**src/rtl/ram_arb_pkg.sv**
```systemverilog
// ram_arb_pkg: shared FSM state and requester IDs for the RAM access arbiter
package ram_arb_pkg;
  typedef enum logic [1:0] {IDLE, ISSUE, WAIT_RD} state_t;
  localparam logic REQ_A = 1'b0;
  localparam logic REQ_B = 1'b1;
endpackage

```
**src/rtl/ram_slot_timer.sv**
```systemverilog
// ram_slot_timer: slot phase counter with start/end strobes and read-latency slot down-counter
module ram_slot_timer #(
  parameter int DIV    = 4,
  parameter int RD_LAT = 3
) (
  input  logic clk,
  input  logic rst,
  input  logic i_load,
  output logic o_slot_start,
  output logic o_slot_end,
  output logic o_expire
);
  localparam int PW = $clog2(DIV);
  localparam int CW = $clog2(RD_LAT + 1);
  logic [PW-1:0] r_ph;
  logic [CW-1:0] r_cnt;
  always_ff @(posedge clk) begin
    if (rst) begin
      r_ph  <= '0;
      r_cnt <= '0;
    end else begin
      r_ph  <= o_slot_end ? '0 : r_ph + 1'b1;
      r_cnt <= i_load ? CW'(RD_LAT) : (o_slot_end && r_cnt != '0) ? r_cnt - 1'b1 : r_cnt;
    end
  end
  assign o_slot_start = r_ph == '0;
  assign o_slot_end   = r_ph == PW'(DIV - 1);
  // the counter hits zero at this slot end
  assign o_expire     = o_slot_end && r_cnt == CW'(1);
endmodule

```
**src/rtl/ram_access_arbiter.sv**
```systemverilog
// ram_access_arbiter: two-requester round-robin sequencer for a slow-clocked single-port RAM
module ram_access_arbiter
  import ram_arb_pkg::*;
#(
  parameter int DW     = 16,
  parameter int AW     = 4,
  parameter int DIV    = 4,
  parameter int RD_LAT = 3
) (
  input  logic          clk,
  input  logic          rst,
  input  logic          a_req,
  input  logic          a_we,
  input  logic [AW-1:0] a_addr,
  input  logic [DW-1:0] a_wdata,
  output logic          a_ack,
  output logic [DW-1:0] a_rdata,
  output logic          a_rvalid,
  input  logic          b_req,
  input  logic          b_we,
  input  logic [AW-1:0] b_addr,
  input  logic [DW-1:0] b_wdata,
  output logic          b_ack,
  output logic [DW-1:0] b_rdata,
  output logic          b_rvalid,
  output logic          ram_en,
  output logic          ram_we,
  output logic [AW-1:0] ram_addr,
  output logic [DW-1:0] ram_din,
  input  logic [DW-1:0] ram_dout
);
  state_t        r_state, w_next;
  logic          r_last, r_we, r_rvalid, r_a_ack_d, r_b_ack_d;
  logic [AW-1:0] r_addr;
  logic [DW-1:0] r_wdata, r_a_rdata, r_b_rdata;
  logic          w_slot_start, w_slot_end, w_expire, w_load, w_rd_done, w_wr_ack;
  logic          w_elig_a, w_elig_b, w_gnt, w_gnt_b, w_issue, w_we;
  logic [AW-1:0] w_addr;
  logic [DW-1:0] w_wdata;

  ram_slot_timer #(.DIV(DIV), .RD_LAT(RD_LAT)) u_timer (
    .clk          (clk),
    .rst          (rst),
    .i_load       (w_load),
    .o_slot_start (w_slot_start),
    .o_slot_end   (w_slot_end),
    .o_expire     (w_expire)
  );

  // a requester is masked in its ack cycle and the one after
  assign w_elig_a  = a_req & ~a_ack & ~r_a_ack_d;
  assign w_elig_b  = b_req & ~b_ack & ~r_b_ack_d;
  assign w_gnt     = r_state == IDLE && w_slot_start && (w_elig_a || w_elig_b);
  assign w_gnt_b   = w_elig_b && (!w_elig_a || r_last == REQ_A);
  assign w_load    = r_state == ISSUE && w_slot_end && !r_we;
  assign w_wr_ack  = r_state == ISSUE && w_slot_end && r_we;
  assign w_rd_done = r_state == WAIT_RD && w_expire;

  always_ff @(posedge clk) begin
    if (rst) r_state <= IDLE;
    else     r_state <= w_next;
  end

  always_comb begin
    w_next = r_state == IDLE    ? (w_gnt ? ISSUE : IDLE)
           : r_state == ISSUE   ? (w_slot_end ? (r_we ? IDLE : WAIT_RD) : ISSUE)
           : r_state == WAIT_RD ? (w_rd_done ? IDLE : WAIT_RD)
           : IDLE;
  end

  // the grant cycle drives the RAM straight from the winning request
  always_comb begin
    w_issue  = r_state == ISSUE || w_gnt;
    w_we     = w_gnt ? (w_gnt_b ? b_we : a_we) : r_we;
    w_addr   = w_gnt ? (w_gnt_b ? b_addr : a_addr) : r_addr;
    w_wdata  = w_gnt ? (w_gnt_b ? b_wdata : a_wdata) : r_wdata;
    ram_en   = w_issue;
    ram_we   = w_issue & w_we;
    ram_addr = w_issue ? w_addr : '0;
    ram_din  = (w_issue && w_we) ? w_wdata : '0;
    a_ack    = (w_wr_ack || r_rvalid) && r_last == REQ_A;
    b_ack    = (w_wr_ack || r_rvalid) && r_last == REQ_B;
    a_rvalid = r_rvalid && r_last == REQ_A;
    b_rvalid = r_rvalid && r_last == REQ_B;
    a_rdata  = r_a_rdata;
    b_rdata  = r_b_rdata;
  end

  always_ff @(posedge clk) begin
    if (rst) begin
      r_last    <= REQ_B;
      r_we      <= 1'b0;
      r_addr    <= '0;
      r_wdata   <= '0;
      r_rvalid  <= 1'b0;
      r_a_ack_d <= 1'b0;
      r_b_ack_d <= 1'b0;
      r_a_rdata <= '0;
      r_b_rdata <= '0;
    end else begin
      r_rvalid  <= w_rd_done;
      r_a_ack_d <= a_ack;
      r_b_ack_d <= b_ack;
      if (w_gnt) begin
        r_last  <= w_gnt_b ? REQ_B : REQ_A;
        r_we    <= w_we;
        r_addr  <= w_addr;
        r_wdata <= w_wdata;
      end
      if (w_rd_done && r_last == REQ_A) r_a_rdata <= ram_dout;
      if (w_rd_done && r_last == REQ_B) r_b_rdata <= ram_dout;
    end
  end
endmodule

```
**config.mk**
```make
export PLATFORM = sky130hd
export DESIGN_NAME = ram_access_arbiter
export DESIGN_NICKNAME = d
export VERILOG_FILES = /design/src/rtl/ram_arb_pkg.sv /design/src/rtl/ram_slot_timer.sv /design/src/rtl/ram_access_arbiter.sv
export SDC_FILE = /design/constraint.sdc
export NUM_CORES = 1
export LEC_CHECK = 0
export BUFFER_PORTS_ARGS = -buffer_cell sky130_fd_sc_hd__clkbuf_2
export CORE_MARGIN = 1
export CORE_UTILIZATION = 52
export DETAILED_ROUTE_END_ITERATION = 8
export PLACE_DENSITY = 0.85
export SKIP_CTS_REPAIR_TIMING = 1
export SLEW_MARGIN = 15
export SYNTH_ARGS = -nofsm -noshare
export SYNTH_HDL_FRONTEND = slang
export SYNTH_SLANG_ARGS = --single-unit
```
**constraint.sdc**
```tcl
create_clock -name clk -period 5 [get_ports clk]
set_input_delay 0.5 -clock clk [delete_from_list [all_inputs] [get_ports clk]]
set_output_delay 0.5 -clock clk [all_outputs]
set_load 0.02 [all_outputs]
```
==> results.md, run 1 <==
- Outcome: complete, no violations
- Type of the most critical hold path: input pin to register
- Start point of the critical path: u_timer.r_ph[0]$_SDFF_PP0_
- Total congestion overflow after global routing: 0
- Clk Tree Root Cell: clkbuf_8
- Worst setup path class: register to output pin
- Number of buffers on the longest clock path: 2
- Cell area after synthesis: 3069 um^2
- Post-CTS clock slew at the launch and capture registers of the worst setup and hold paths: 0.07 ns
- Largest voltage drop on the vdd net: 0.2791 mV
- Final Skew: 0.007075 ns
- Post-route setup TNS: 0 ns
- Pin count of the biggest net entering global routing: 64
- Max-capacitance violation count: 0
- Number of storage elements in the synthesis netlist: 63
- Worst Min Path Start: ram_dout[12]
- Leak: 1.792 nW
- TritonCTS clock tree: yes
- Height of the die: 78.83 um
- Share of the yosys chip area belonging to registers: 41.09%
- Post-layout min period: 3.342 ns
- CTS H-Tree Depth: 3
- CORE AREA: 5608 um^2
- Measured slew at the worst slew-check pin: 1.199 ns
- Crit path buffers/inverters: 1
- Synth Instances: 370
- Most frequent cells in the layout: clkbuf_2 (119), nand2_1 (73), dfxtp_1 (63), a21oi_1 (50), nor2_1 (34)
- Average wire length per cell after detail routing: 14.34 um
- Synth-to-Final Area Change: 25.15%
- # port buffers: 119
- Final estimated routing congestion in global placement: 0.8017
- CP arrival: 2.84 ns
- Total global routing track utilization: 25.76%
- Setup repair after global routing missed its margin: no
- Total count of hold-check failures in the final report: 0
- Final wirelength: 7918 um
- Netlist cell types: 38
- Placement row count: 27
- Global-route wire length before repair: 12,600 um
- Via density per instance: 5.614
- Most common library cell in the layout ignoring fill and taps: clkbuf_2
- Endpoint kind of the worst setup timing path: output pin
- Nets@finish: 541
- Overall power: 1.336 mW
- Data required time at the worst endpoint: 4.50 ns
- TritonCTS Sinks: 63
- Critical path fanouts, max: 21
- Count of inserted antenna diode cells: 0
- Critical path startpoint category: register
- Violation count after the first detailed-route iteration: 186
- Detail Route Antenna Nets: 0
- Post-route DRC: 0
- Ys Warns: 0
- Number of placed cells counting well taps: 536
- Initial core utilization: 54.73%
- Setup-violating endpoint count in the final report: 0
- Critical register-to-register path startpoint: u_timer.r_ph[0]$_SDFF_PP0_
- Die outline width: 78.83 um
- Highest achievable clock rate: 0.2992 GHz
- First drt pass iteration count: 5
- Synthesized area per cell: 8.295 um^2
- Slowest cell on crit path: nand2_1
- Tcrit/Tclk final: 66.84%
- Source-to-sink clock delay at the later pin of the worst-skew pair: 0.34 ns
- Cell breakdown of the critical path: ha_1 -> and4b_4 -> o31ai_2 -> nand2_1 -> a221oi_1 -> nor2_1 -> clkbuf_2
- Count of placed standard cells in the final layout, fillers left out: 552
- Number of global-route vias before repair: 2,851
- Die Footprint: 6213 um^2
- Inserted Clock Buffers: 9
- Headroom to the max-slew limit: 19.78%
- Fraction of layout cells with a size suffix above 1: 31.87%
- Count of pins on the block boundary: 120
- Via count: 3,099
- Delay of the slowest cell on the worst path: 0.52 ns
- Count of pins over their slew limit: 0
- Fin util: 68.50%
- Number of antenna violations at the first check in global routing: 0
- Power per unit of standard cell area: 347.8 nW/um^2
- Filler Cells Inserted: 486
- Cell family with the largest share of critical-path delay: simple AND/OR/NAND/NOR gates
- Final HPWL DP: 5480 um
- Post-Synthesis Net Count: 436
per-layer routing:
layer,global-route usage [%],routed length [um]
met4,10.36,131
met1,30.24,3410
met3,7.356,740
met5,0,0
met2,44.09,3635
synth_stat cells:
library cell | instances | share of area [%]
a221oi_1 | 1 | 0.29
and3_1 | 1 | 0.20
o221ai_2 | 1 | 0.49
dfxtp_1 | 63 | 41
o2111a_2 | 1 | 0.41
nand2_1 | 73 | 8.9
o31ai_2 | 1 | 0.41
a22oi_1 | 1 | 0.24
nor2_1 | 34 | 4.2
ha_1 | 4 | 1.6
nand4_1 | 2 | 0.41
o221a_1 | 1 | 0.37
a211oi_2 | 12 | 4.9
a211oi_1 | 10 | 2.4
and2_1 | 5 | 1.0
and2b_1 | 3 | 0.73
nor3b_1 | 2 | 0.49
buf_6 | 5 | 1.8
a22o_1 | 16 | 4.6
mux2i_1 | 4 | 1.3
o21ai_1 | 5 | 0.82
a211o_1 | 1 | 0.29
nor3_1 | 4 | 0.65
a21o_1 | 16 | 3.9
clkbuf_1 | 13 | 1.6
o21a_1 | 1 | 0.24
inv_2 | 1 | 0.12
inv_1 | 5 | 0.61
mux2_4 | 1 | 0.49
o21bai_1 | 16 | 3.9
nand2b_1 | 3 | 0.61
nor2_2 | 1 | 0.20
buf_2 | 8 | 1.3
nor2b_1 | 2 | 0.41
nand3_1 | 1 | 0.16
and4b_4 | 1 | 0.45
o21ai_0 | 1 | 0.16
a21oi_1 | 50 | 8.2
final cells by class:
type,instances,area (um^2),area share [%]
clock inverter,3,65.06,1.694
multi-input combinational,275,1640,42.70
inverter,6,22.52,0.5863
timing repair buffer,120,603.1,15.70
clock buffer,13,158.9,4.137
sequential,63,1261,32.83
tap,72,90.09,2.345
worst reg2reg max path, stage by stage (launching register included):
cell and delay (ns):
dfxtp_1 0.33, ha_1 0.32, and4b_4 0.28, o31ai_2 0.27
nand2_1 0.52, a221oi_1 0.52, nor3_1 0.09
worst paths after layout:
path | endpoint | slack, ns | depth (start not counted)
setup reg to reg | r_we$_SDFFE_PP0N_ | 2.54 | 6
hold reg to reg | a_rdata[15]$_SDFFE_PP0P_ | 0.45 | 2
setup / recovery | ram_we | 1.66 | 7
hold / removal | b_rdata[12]$_SDFFE_PP0P_ | 0.40 | 3
registers in the layout (all words and copies together), names as in the netlist:
signal         cells
a_rdata           16
b_rdata           16
r_a_ack_d          1
r_addr             4
r_b_ack_d          1
r_last             1
r_rvalid           1
r_state            2
r_wdata           16
r_we               1
u_timer.r_cnt      2
u_timer.r_ph       2
through the flow:
| step | worst slack (ns) | hold slack [ns] | area [um^2] |
|---|---|---|---|
| 2_1_floorplan | 2.745 | 0.4270 | 3069 |
| 3_3_place_gp | 2.049 | 0.4340 | 3617 |
| 3_5_place_dp | 2.000 | 0.4472 | 3617 |
| 4_1_cts | 1.633 | 0.3918 | 3841 |
| 5_1_grt | 1.409 | 0.3904 | 3841 |
| 6_report | 1.658 | 0.3954 | 3841 |
power breakdown:
part	internal (mW)	switching, mW	leakage [nW]
Sequential	0.536	0.0229	0.513
Clock	0.308	0.192	0.114
Combinational	0.108	0.169	1.17
cell families after synthesis:
family	share of synthesized area (%)
flip-flops	41.09
buffers and inverters	5.463
multiplexers	1.794
AND/OR/NAND/NOR	18.43
AO/OA/AOI/OAI	31.59
adder cells (fa/ha/maj)	1.631
Power figures use the tool's default switching activity.
==> inputs of run 2 (changes only) <==
--- a/config.mk
+++ b/config.mk
@@ -7,9 +7,9 @@
 export LEC_CHECK = 0
 export BUFFER_PORTS_ARGS = -buffer_cell sky130_fd_sc_hd__clkbuf_2
 export CORE_MARGIN = 1
-export CORE_UTILIZATION = 52
+export CORE_UTILIZATION = 44
 export DETAILED_ROUTE_END_ITERATION = 8
-export PLACE_DENSITY = 0.85
+export PLACE_DENSITY = 0.76
 export SKIP_CTS_REPAIR_TIMING = 1
 export SLEW_MARGIN = 15
 export SYNTH_ARGS = -nofsm -noshare
==> constraint.sdc (replaced) <==
create_clock -name clk -period 2.9 [get_ports clk]
set_input_delay 0.29 -clock clk [delete_from_list [all_inputs] [get_ports clk]]
set_output_delay 0.29 -clock clk [all_outputs]
set_load 0.02 [all_outputs]
==> run 2 against run 1 <==
Compared with the run above:
- clock power grew 66%
- combinational power is 76% higher
- highest routed layer unchanged
- global-route usage decreased by 3.4 points
- largest cell class unchanged
- clock skew is essentially flat
- setup slack got worse by 1.5 ns
- the run now ends with DRC left
==> results.md, run 2 (synthesis results as in run 1) <==
- Met2 usage in global routing: 36.36% (-7.7 points)
- Fraction of power consumed by sequential logic: 42.3% (+0.4 points)
- Filler Cells Inserted: 615 (+27%)
- Setup repair after global routing missed its margin: no
- Placement row count: 30 (+11%)
- Pin count of the biggest net entering global routing: 38 (-41%)
- Combinational cell fraction of total power: 21.4% (+0.6 points)
- Met3 Track Usage GR: 6.256% (-1.1 points)
- Hold path depth: 3 (unchanged)
- Via count: 3,032 (-2.2%)
- Source-to-sink clock delay at the later pin of the worst-skew pair: 0.33 ns (about the same)
- Count of placed standard cells in the final layout, fillers left out: 564 (+2.2%)
- Minimum setup slack after placement: 0.4434 ns (-1.557 ns)
- Final HPWL DP: 5583 um (+1.9%)
- FF-to-FF path depth: 7 (+1)
- Total count of hold-check failures in the final report: 0 (unchanged)
- Via density per instance: 5.376 (-4.2%)
- Critical path fanouts, max: 15 (-29%)
- Final worst-path setup slack: 0.1654 ns (-1.493 ns)
- Critical register-to-register path startpoint: u_timer.r_ph[0]$_SDFF_PP0_
- TritonCTS clock tree: yes
- Final estimated routing congestion in global placement: 0.8156 (+1.7%)
- Count of pins over their slew limit: 0 (unchanged)
- Fraction of layout cells with a size suffix above 1: 32.85% (+0.98 points)
- CP arrival: 2.44 ns (-0.40 ns)
- Critical path startpoint category: register
- Most used routing layer in global routing: met2
- Share of total power in the clock network: 36.3% (-1.1 points)
- FF-to-FF setup slack: 0.80 ns (-1.74 ns)
- CTS H-Tree Depth: 3 (unchanged)
- TritonCTS Sinks: 63 (unchanged)
- Number of placed cells counting well taps: 549 (+2.4%)
- Number of antenna violations at the first check in global routing: 0 (unchanged)
- Slowest cell on crit path: dfxtp_1
- Violation count after the first detailed-route iteration: 143 (-23%)
- Worst Min Path Start: ram_dout[6]
- Average wire length per cell after detail routing: 14.05 um (-2.1%)
- Total global routing track utilization: 22.35% (-3.4 points)
- Hold worst-path end: b_rdata[6]$_SDFFE_PP0P_
- Outcome: finished, violations left
- Leak: 1.811 nW (+1.0%)
- Number of buffers on the longest clock path: 2 (unchanged)
- CORE AREA: 6756 um^2 (+20%)
- Synth-to-Final Area Change: 26.38%
- # port buffers: 119 (unchanged)
- Switch share: 28.89% (+0.19 points)
- Crit path buffers/inverters: 2 (+1)
- Number of global-route vias before repair: 2,855 (+0.14%)
- Nets@finish: 546 (+0.92%)
- First drt pass iteration count: 7 (+2)
- Measured slew at the worst slew-check pin: 0.7533 ns (-0.4456 ns)
- Headroom to the max-slew limit: 49.63% (+30 points)
- Inserted Clock Buffers: 9 (unchanged)
- Max-capacitance violation count: 0 (unchanged)
- Initial core utilization: 45.43% (-9.3 points)
- Worst setup path class: register to output pin
- Count of inserted antenna diode cells: 0 (unchanged)
- Largest voltage drop on the vdd net: 0.3400 mV (+22%)
- Height of the die: 85.52 um (+8.5%)
- Most frequent cells in the layout: clkbuf_2 (119), nand2_1 (73), dfxtp_1 (63), a21oi_1 (50), nor2_1 (34)
- Fin util: 57.41% (-11 points)
- Cell breakdown of the critical path: ha_2 -> and4b_4 -> o31ai_2 -> nand2_1 -> buf_4 -> mux2i_1 -> o21ai_1 -> clkbuf_2
- NetSw: 657.8 uW (+72%)
- Most common library cell in the layout ignoring fill and taps: clkbuf_2
- Post-route setup TNS: 0 ns (unchanged)
- Data required time at the worst endpoint: 2.61 ns (-1.89 ns)
- Overall power: 2.277 mW (+70%)
- Die outline width: 85.52 um (+8.5%)
- Detail Route Antenna Nets: 0 (unchanged)
- Cell family with the largest share of critical-path delay: simple AND/OR/NAND/NOR gates
- Cell-internal power: 1.619 mW (+70%)
- R2R Path End: r_addr[2]$_SDFFE_PP0N_
- Global routing met1 resource utilization: 27.96% (-2.3 points)
- Die Footprint: 7314 um^2 (+18%)
- Final wirelength: 7923 um (about the same)
- Violations in the final reports: DRC
- Clk Tree Root Cell: clkbuf_8
- Final Skew: 0.007545 ns (+0.0004701 ns)
- Power per unit of standard cell area: 587.0 nW/um^2 (+69%)
- Global-route wire length before repair: 13,080 um (+3.8%)
- Post-layout min period: 2.735 ns
- Post-CTS clock slew at the launch and capture registers of the worst setup and hold paths: 0.07 ns (about the same)
- Setup-violating endpoint count in the final report: 0 (unchanged)
- Post-route DRC: 1 (+1)
- Total congestion overflow after global routing: 0 (unchanged)
- Tcrit/Tclk final: 94.30%
- Endpoint kind of the worst setup timing path: output pin
- Type of the most critical hold path: input pin to register
- Delay of the slowest cell on the worst path: 0.37 ns (-0.15 ns)
- Count of pins on the block boundary: 120 (unchanged)
- Highest achievable clock rate: 0.3657 GHz
[run 2: cell count changes in the layout (fill, tap and decap cells not counted)]
| cell | previous run | this run |
|---|---|---|
| clkbuf_1 | 2 | 1 |
| clkbuf_8 | 11 | 10 |
| buf_4 | 1 | 6 |
| ha_1 | 4 | 3 |
| clkinv_2 | 1 | 2 |
| ha_2 | 0 | 1 |
[run 2: final cells by class]
class / count / area, um^2 / area share [%]
multi-input cells: 275 / 1643 / 42.35
well taps: 80 / 100.1 / 2.581
inverters: 6 / 22.52 / 0.5806
repair buffers: 125 / 640.6 / 16.52
clock buffers: 11 / 141.4 / 3.645
clock inverters: 4 / 70.07 / 1.806
flip-flops and latches: 63 / 1261 / 32.52
[run 2: metal layers]
metal / up-vias / part of all wire (%)
li1: 1516 / -
met1: 1403 / 45
met2: 106 / 46
met3: 7 / 8.3
met4: 0 / 0.69
met5: - / 0
[run 2: power groups by stage]
stage | clock network, mW | logic [mW] | registers, mW
2_1_floorplan | 0 | 0.368 | 0.969
3_3_place_gp | 0 | 0.476 | 0.979
3_5_place_dp | 0 | 0.487 | 0.982
4_1_cts | 0.850 | 0.490 | 0.962
5_1_grt | 0.884 | 0.538 | 0.971
6_report | 0.826 | 0.488 | 0.964
[run 2: worst max-delay path by stage]
stage / start / endpoint / slack (ns) / cells past startpoint
2_1_floorplan: u_timer.r_ph[0]$_SDFF_PP0_ / ram_addr[0] / 0.86 / 7
3_3_place_gp: u_timer.r_ph[0]$_SDFF_PP0_ / ram_addr[3] / 0.54 / 8
6_report: u_timer.r_ph[0]$_SDFF_PP0_ / ram_addr[3] / 0.17 / 8
5_1_grt: u_timer.r_ph[0]$_SDFF_PP0_ / ram_addr[3] / 0.02 / 8
4_1_cts: u_timer.r_ph[0]$_SDFF_PP0_ / ram_addr[3] / 0.08 / 8
3_5_place_dp: u_timer.r_ph[0]$_SDFF_PP0_ / ram_addr[3] / 0.44 / 8
[run 2: worst min-delay path: stages]
cell and delay (ns):
clkbuf_2 0.09, nand2_1 0.05, a21oi_1 0.05
[run 2: per-stage QoR]
step           area (um^2)  hold WS (ns)
2_1_floorplan         3069        0.4260
3_3_place_gp          3665        0.4349
3_5_place_dp          3665        0.4493
4_1_cts               3876        0.1713
5_1_grt               3879        0.1851
6_report              3879        0.1823
==> inputs of run 3 (changes only) <==
--- a/config.mk
+++ b/config.mk
@@ -5,11 +5,11 @@
 export SDC_FILE = /design/constraint.sdc
 export NUM_CORES = 1
 export LEC_CHECK = 0
-export BUFFER_PORTS_ARGS = -buffer_cell sky130_fd_sc_hd__clkbuf_2
+export BUFFER_PORTS_ARGS = -buffer_cell sky130_fd_sc_hd__buf_2
 export CORE_MARGIN = 1
 export CORE_UTILIZATION = 44
 export DETAILED_ROUTE_END_ITERATION = 8
-export PLACE_DENSITY = 0.76
+export PLACE_DENSITY_LB_ADDON = 0.08
 export SKIP_CTS_REPAIR_TIMING = 1
 export SLEW_MARGIN = 15
 export SYNTH_ARGS = -nofsm -noshare
==> run 3 against run 2 <==
Compared with the run above:
- the run now ends clean
- sequential power barely moved
- via count fell by 0.46%
- global-route usage fell by 0.14 points
- utilization barely moved
- setup slack improved by 0.054 ns
- non-clock buffer count did not move
- routed wire length rose by 0.13%
- critical endpoint is now ram_we
- largest power group unchanged
- first-iteration DRC count fell by 19%
==> results.md, run 3 (synthesis results as in run 1) <==
- Inserted Clock Buffers: 9 (unchanged)
- Detail Route Antenna Nets: 0 (unchanged)
- Synth-to-Final Area Change: 26.42% (about the same)
- Cell breakdown of the critical path: ha_1 -> and4b_4 -> o31ai_2 -> nand2_2 -> a221oi_1 -> nor2_1 -> buf_2
- Delay of the slowest cell on the worst path: 0.38 ns (about the same)
- Overall power: 2.279 mW (about the same)
- Fraction of layout cells with a size suffix above 1: 33.06% (+0.21 points)
- Max-capacitance violation count: 0 (unchanged)
- Total global routing track utilization: 22.21% (-0.14 points)
- Headroom to the max-slew limit: 49.57% (-0.054 points)
- Average wire length per cell after detail routing: 14.07 um (+0.13%)
- Count of inserted antenna diode cells: 0 (unchanged)
- Number of antenna violations at the first check in global routing: 0 (unchanged)
- Worst setup path class: register to output pin
- Placement row count: 30 (unchanged)
- Power per unit of standard cell area: 587.3 nW/um^2 (about the same)
- Critical path startpoint category: register
- Count of pins over their slew limit: 0 (unchanged)
- Post-route setup TNS: 0 ns (unchanged)
- Uppermost routed layer: met4
- Setup repair after global routing missed its margin: no
- Number of global-route vias before repair: 2,879 (+0.84%)
- Most frequent cells in the layout: buf_2 (119), nand2_1 (72), dfxtp_1 (63), a21oi_1 (50), nor2_1 (34)
- Die Footprint: 7314 um^2 (unchanged)
- Most common library cell in the layout ignoring fill and taps: buf_2
- Nets@finish: 546 (unchanged)
- TritonCTS Sinks: 63 (unchanged)
- Setup-violating endpoint count in the final report: 0 (unchanged)
- Minimum setup slack after placement: 0.4666 ns (+0.02325 ns)
- Pin count of the biggest net entering global routing: 64 (+68%)
- Met3 layer wire length in the routed design: 600 um (-9.2%)
- Outcome: complete, no violations
- Type of the most critical hold path: input pin to register
- CTS H-Tree Depth: 3 (unchanged)
- Via count: 3,018 (-0.46%)
- # port buffers: 119 (unchanged)
- Largest voltage drop on the vdd net: 0.2961 mV (-13%)
- Final estimated routing congestion in global placement: 0.7436 (-8.8%)
- Cell family with the largest share of critical-path delay: compound AO/OA/AOI/OAI gates
- Post-layout min period: 2.681 ns (-0.05399 ns)
- Measured slew at the worst slew-check pin: 0.7542 ns (+0.0008113 ns)
- Height of the die: 85.52 um (unchanged)
- Total count of hold-check failures in the final report: 0 (unchanged)
- Die outline width: 85.52 um (unchanged)
- TritonCTS clock tree: yes
- Clk Tree Root Cell: clkbuf_8
- Total congestion overflow after global routing: 0 (unchanged)
- Global-route wire length before repair: 13,010 um (-0.58%)
- CP arrival: 2.39 ns (-0.05 ns)
- Source-to-sink clock delay at the later pin of the worst-skew pair: 0.33 ns (about the same)
- Slowest cell on crit path: a221oi_1
- Endpoint kind of the worst setup timing path: output pin
- Data required time at the worst endpoint: 2.61 ns (about the same)
- Final HPWL DP: 5424 um (-2.8%)
- Leak: 1.848 nW (+2.1%)
- Wire length on met2: 3630 um (-1.0%)
- First drt pass iteration count: 4 (-3)
- Post-CTS clock slew at the launch and capture registers of the worst setup and hold paths: 0.06 ns (about the same)
- Via density per instance: 5.351 (-0.46%)
- Crit path buffers/inverters: 1 (-1)
- Tcrit/Tclk final: 92.44% (-1.9 points)
- Critical path fanouts, max: 11 (-4)
- Final wirelength: 7933 um (+0.13%)
- CORE AREA: 6756 um^2 (unchanged)
- Number of buffers on the longest clock path: 2 (unchanged)
- Final Skew: 0.007074 ns (-0.0004708 ns)
- Post-route DRC: 0 (-1)
- Count of pins on the block boundary: 120 (unchanged)
- Final worst-path setup slack: 0.2194 ns (+0.05399 ns)
- Initial core utilization: 45.43% (unchanged)
- Filler Cells Inserted: 667 (+8.5%)
- Post-route met1 wirelength: 3634 um (+2.7%)
- FF-to-FF setup slack: 0.59 ns (-0.21 ns)
- Highest achievable clock rate: 0.3730 GHz (+2.0%)
- Violation count after the first detailed-route iteration: 116 (-19%)
==> run 3: area by class of cell <==
type | count | area (um^2) | share of cell area (%)
multi-input cells | 275 | 1644 | 42.37
flip-flops and latches | 63 | 1261 | 32.51
repair buffers | 125 | 640.6 | 16.51
clock buffers | 11 | 141.4 | 3.644
well taps | 80 | 100.1 | 2.580
clock inverters | 4 | 70.07 | 1.806
inverters | 6 | 22.52 | 0.5805
==> run 3: per-stage QoR <==
stage | std cells | utilization [%] | instance area [um^2] | hold slack [ns]
3_5_place_dp | 549 | 54.24 | 3665 | 0.4441
2_1_floorplan | 370 | - | 3069 | 0.4260
6_report | 564 | 57.43 | 3880 | 0.2013
3_3_place_gp | 549 | 54.24 | 3665 | 0.4350
5_1_grt | 564 | 57.43 | 3880 | 0.1975
4_1_cts | 564 | 57.37 | 3876 | 0.1920
==> run 3: path summary, 6_finish.rpt <==
path                                                 start                       end  depth (start not counted)
worst max-delay path            u_timer.r_ph[0]$_SDFF_PP0_                    ram_we                          7
worst max register to register  u_timer.r_ph[0]$_SDFF_PP0_  r_wdata[13]$_SDFFE_PP0N_                          7
worst min register to register    a_rdata[11]$_SDFFE_PP0P_  a_rdata[11]$_SDFFE_PP0P_                          2
worst min-delay path                           ram_dout[5]   b_rdata[5]$_SDFFE_PP0P_                          3
==> run 3: per-layer routing <==
layer,track usage (%),up-vias
met5,0,-
met4,7.121,0
met3,7.026,11
met2,36.65,106
met1,27.67,1386
li1,-,1515
==> run 3: power by group <==
| part | internal, mW | switching, mW | total, mW |
|---|---|---|---|
| logic | 0.195 | 0.294 | 0.489 |
| registers | 0.925 | 0.0381 | 0.963 |
| clock network | 0.500 | 0.326 | 0.827 |
| total | 1.62 | 0.659 | 2.28 |
==> run 3: worst register-to-register path, delay by kind of cell, from the launching register on <==
kind | cells | cell delay [ns]
and+or+nand+nor | 3 | 0.54
buffers and inverters | 1 | 0.32
DFF | 1 | 0.32
adders and majority gates | 1 | 0.31
AOI/OAI and AO/OA | 2 | 0.73
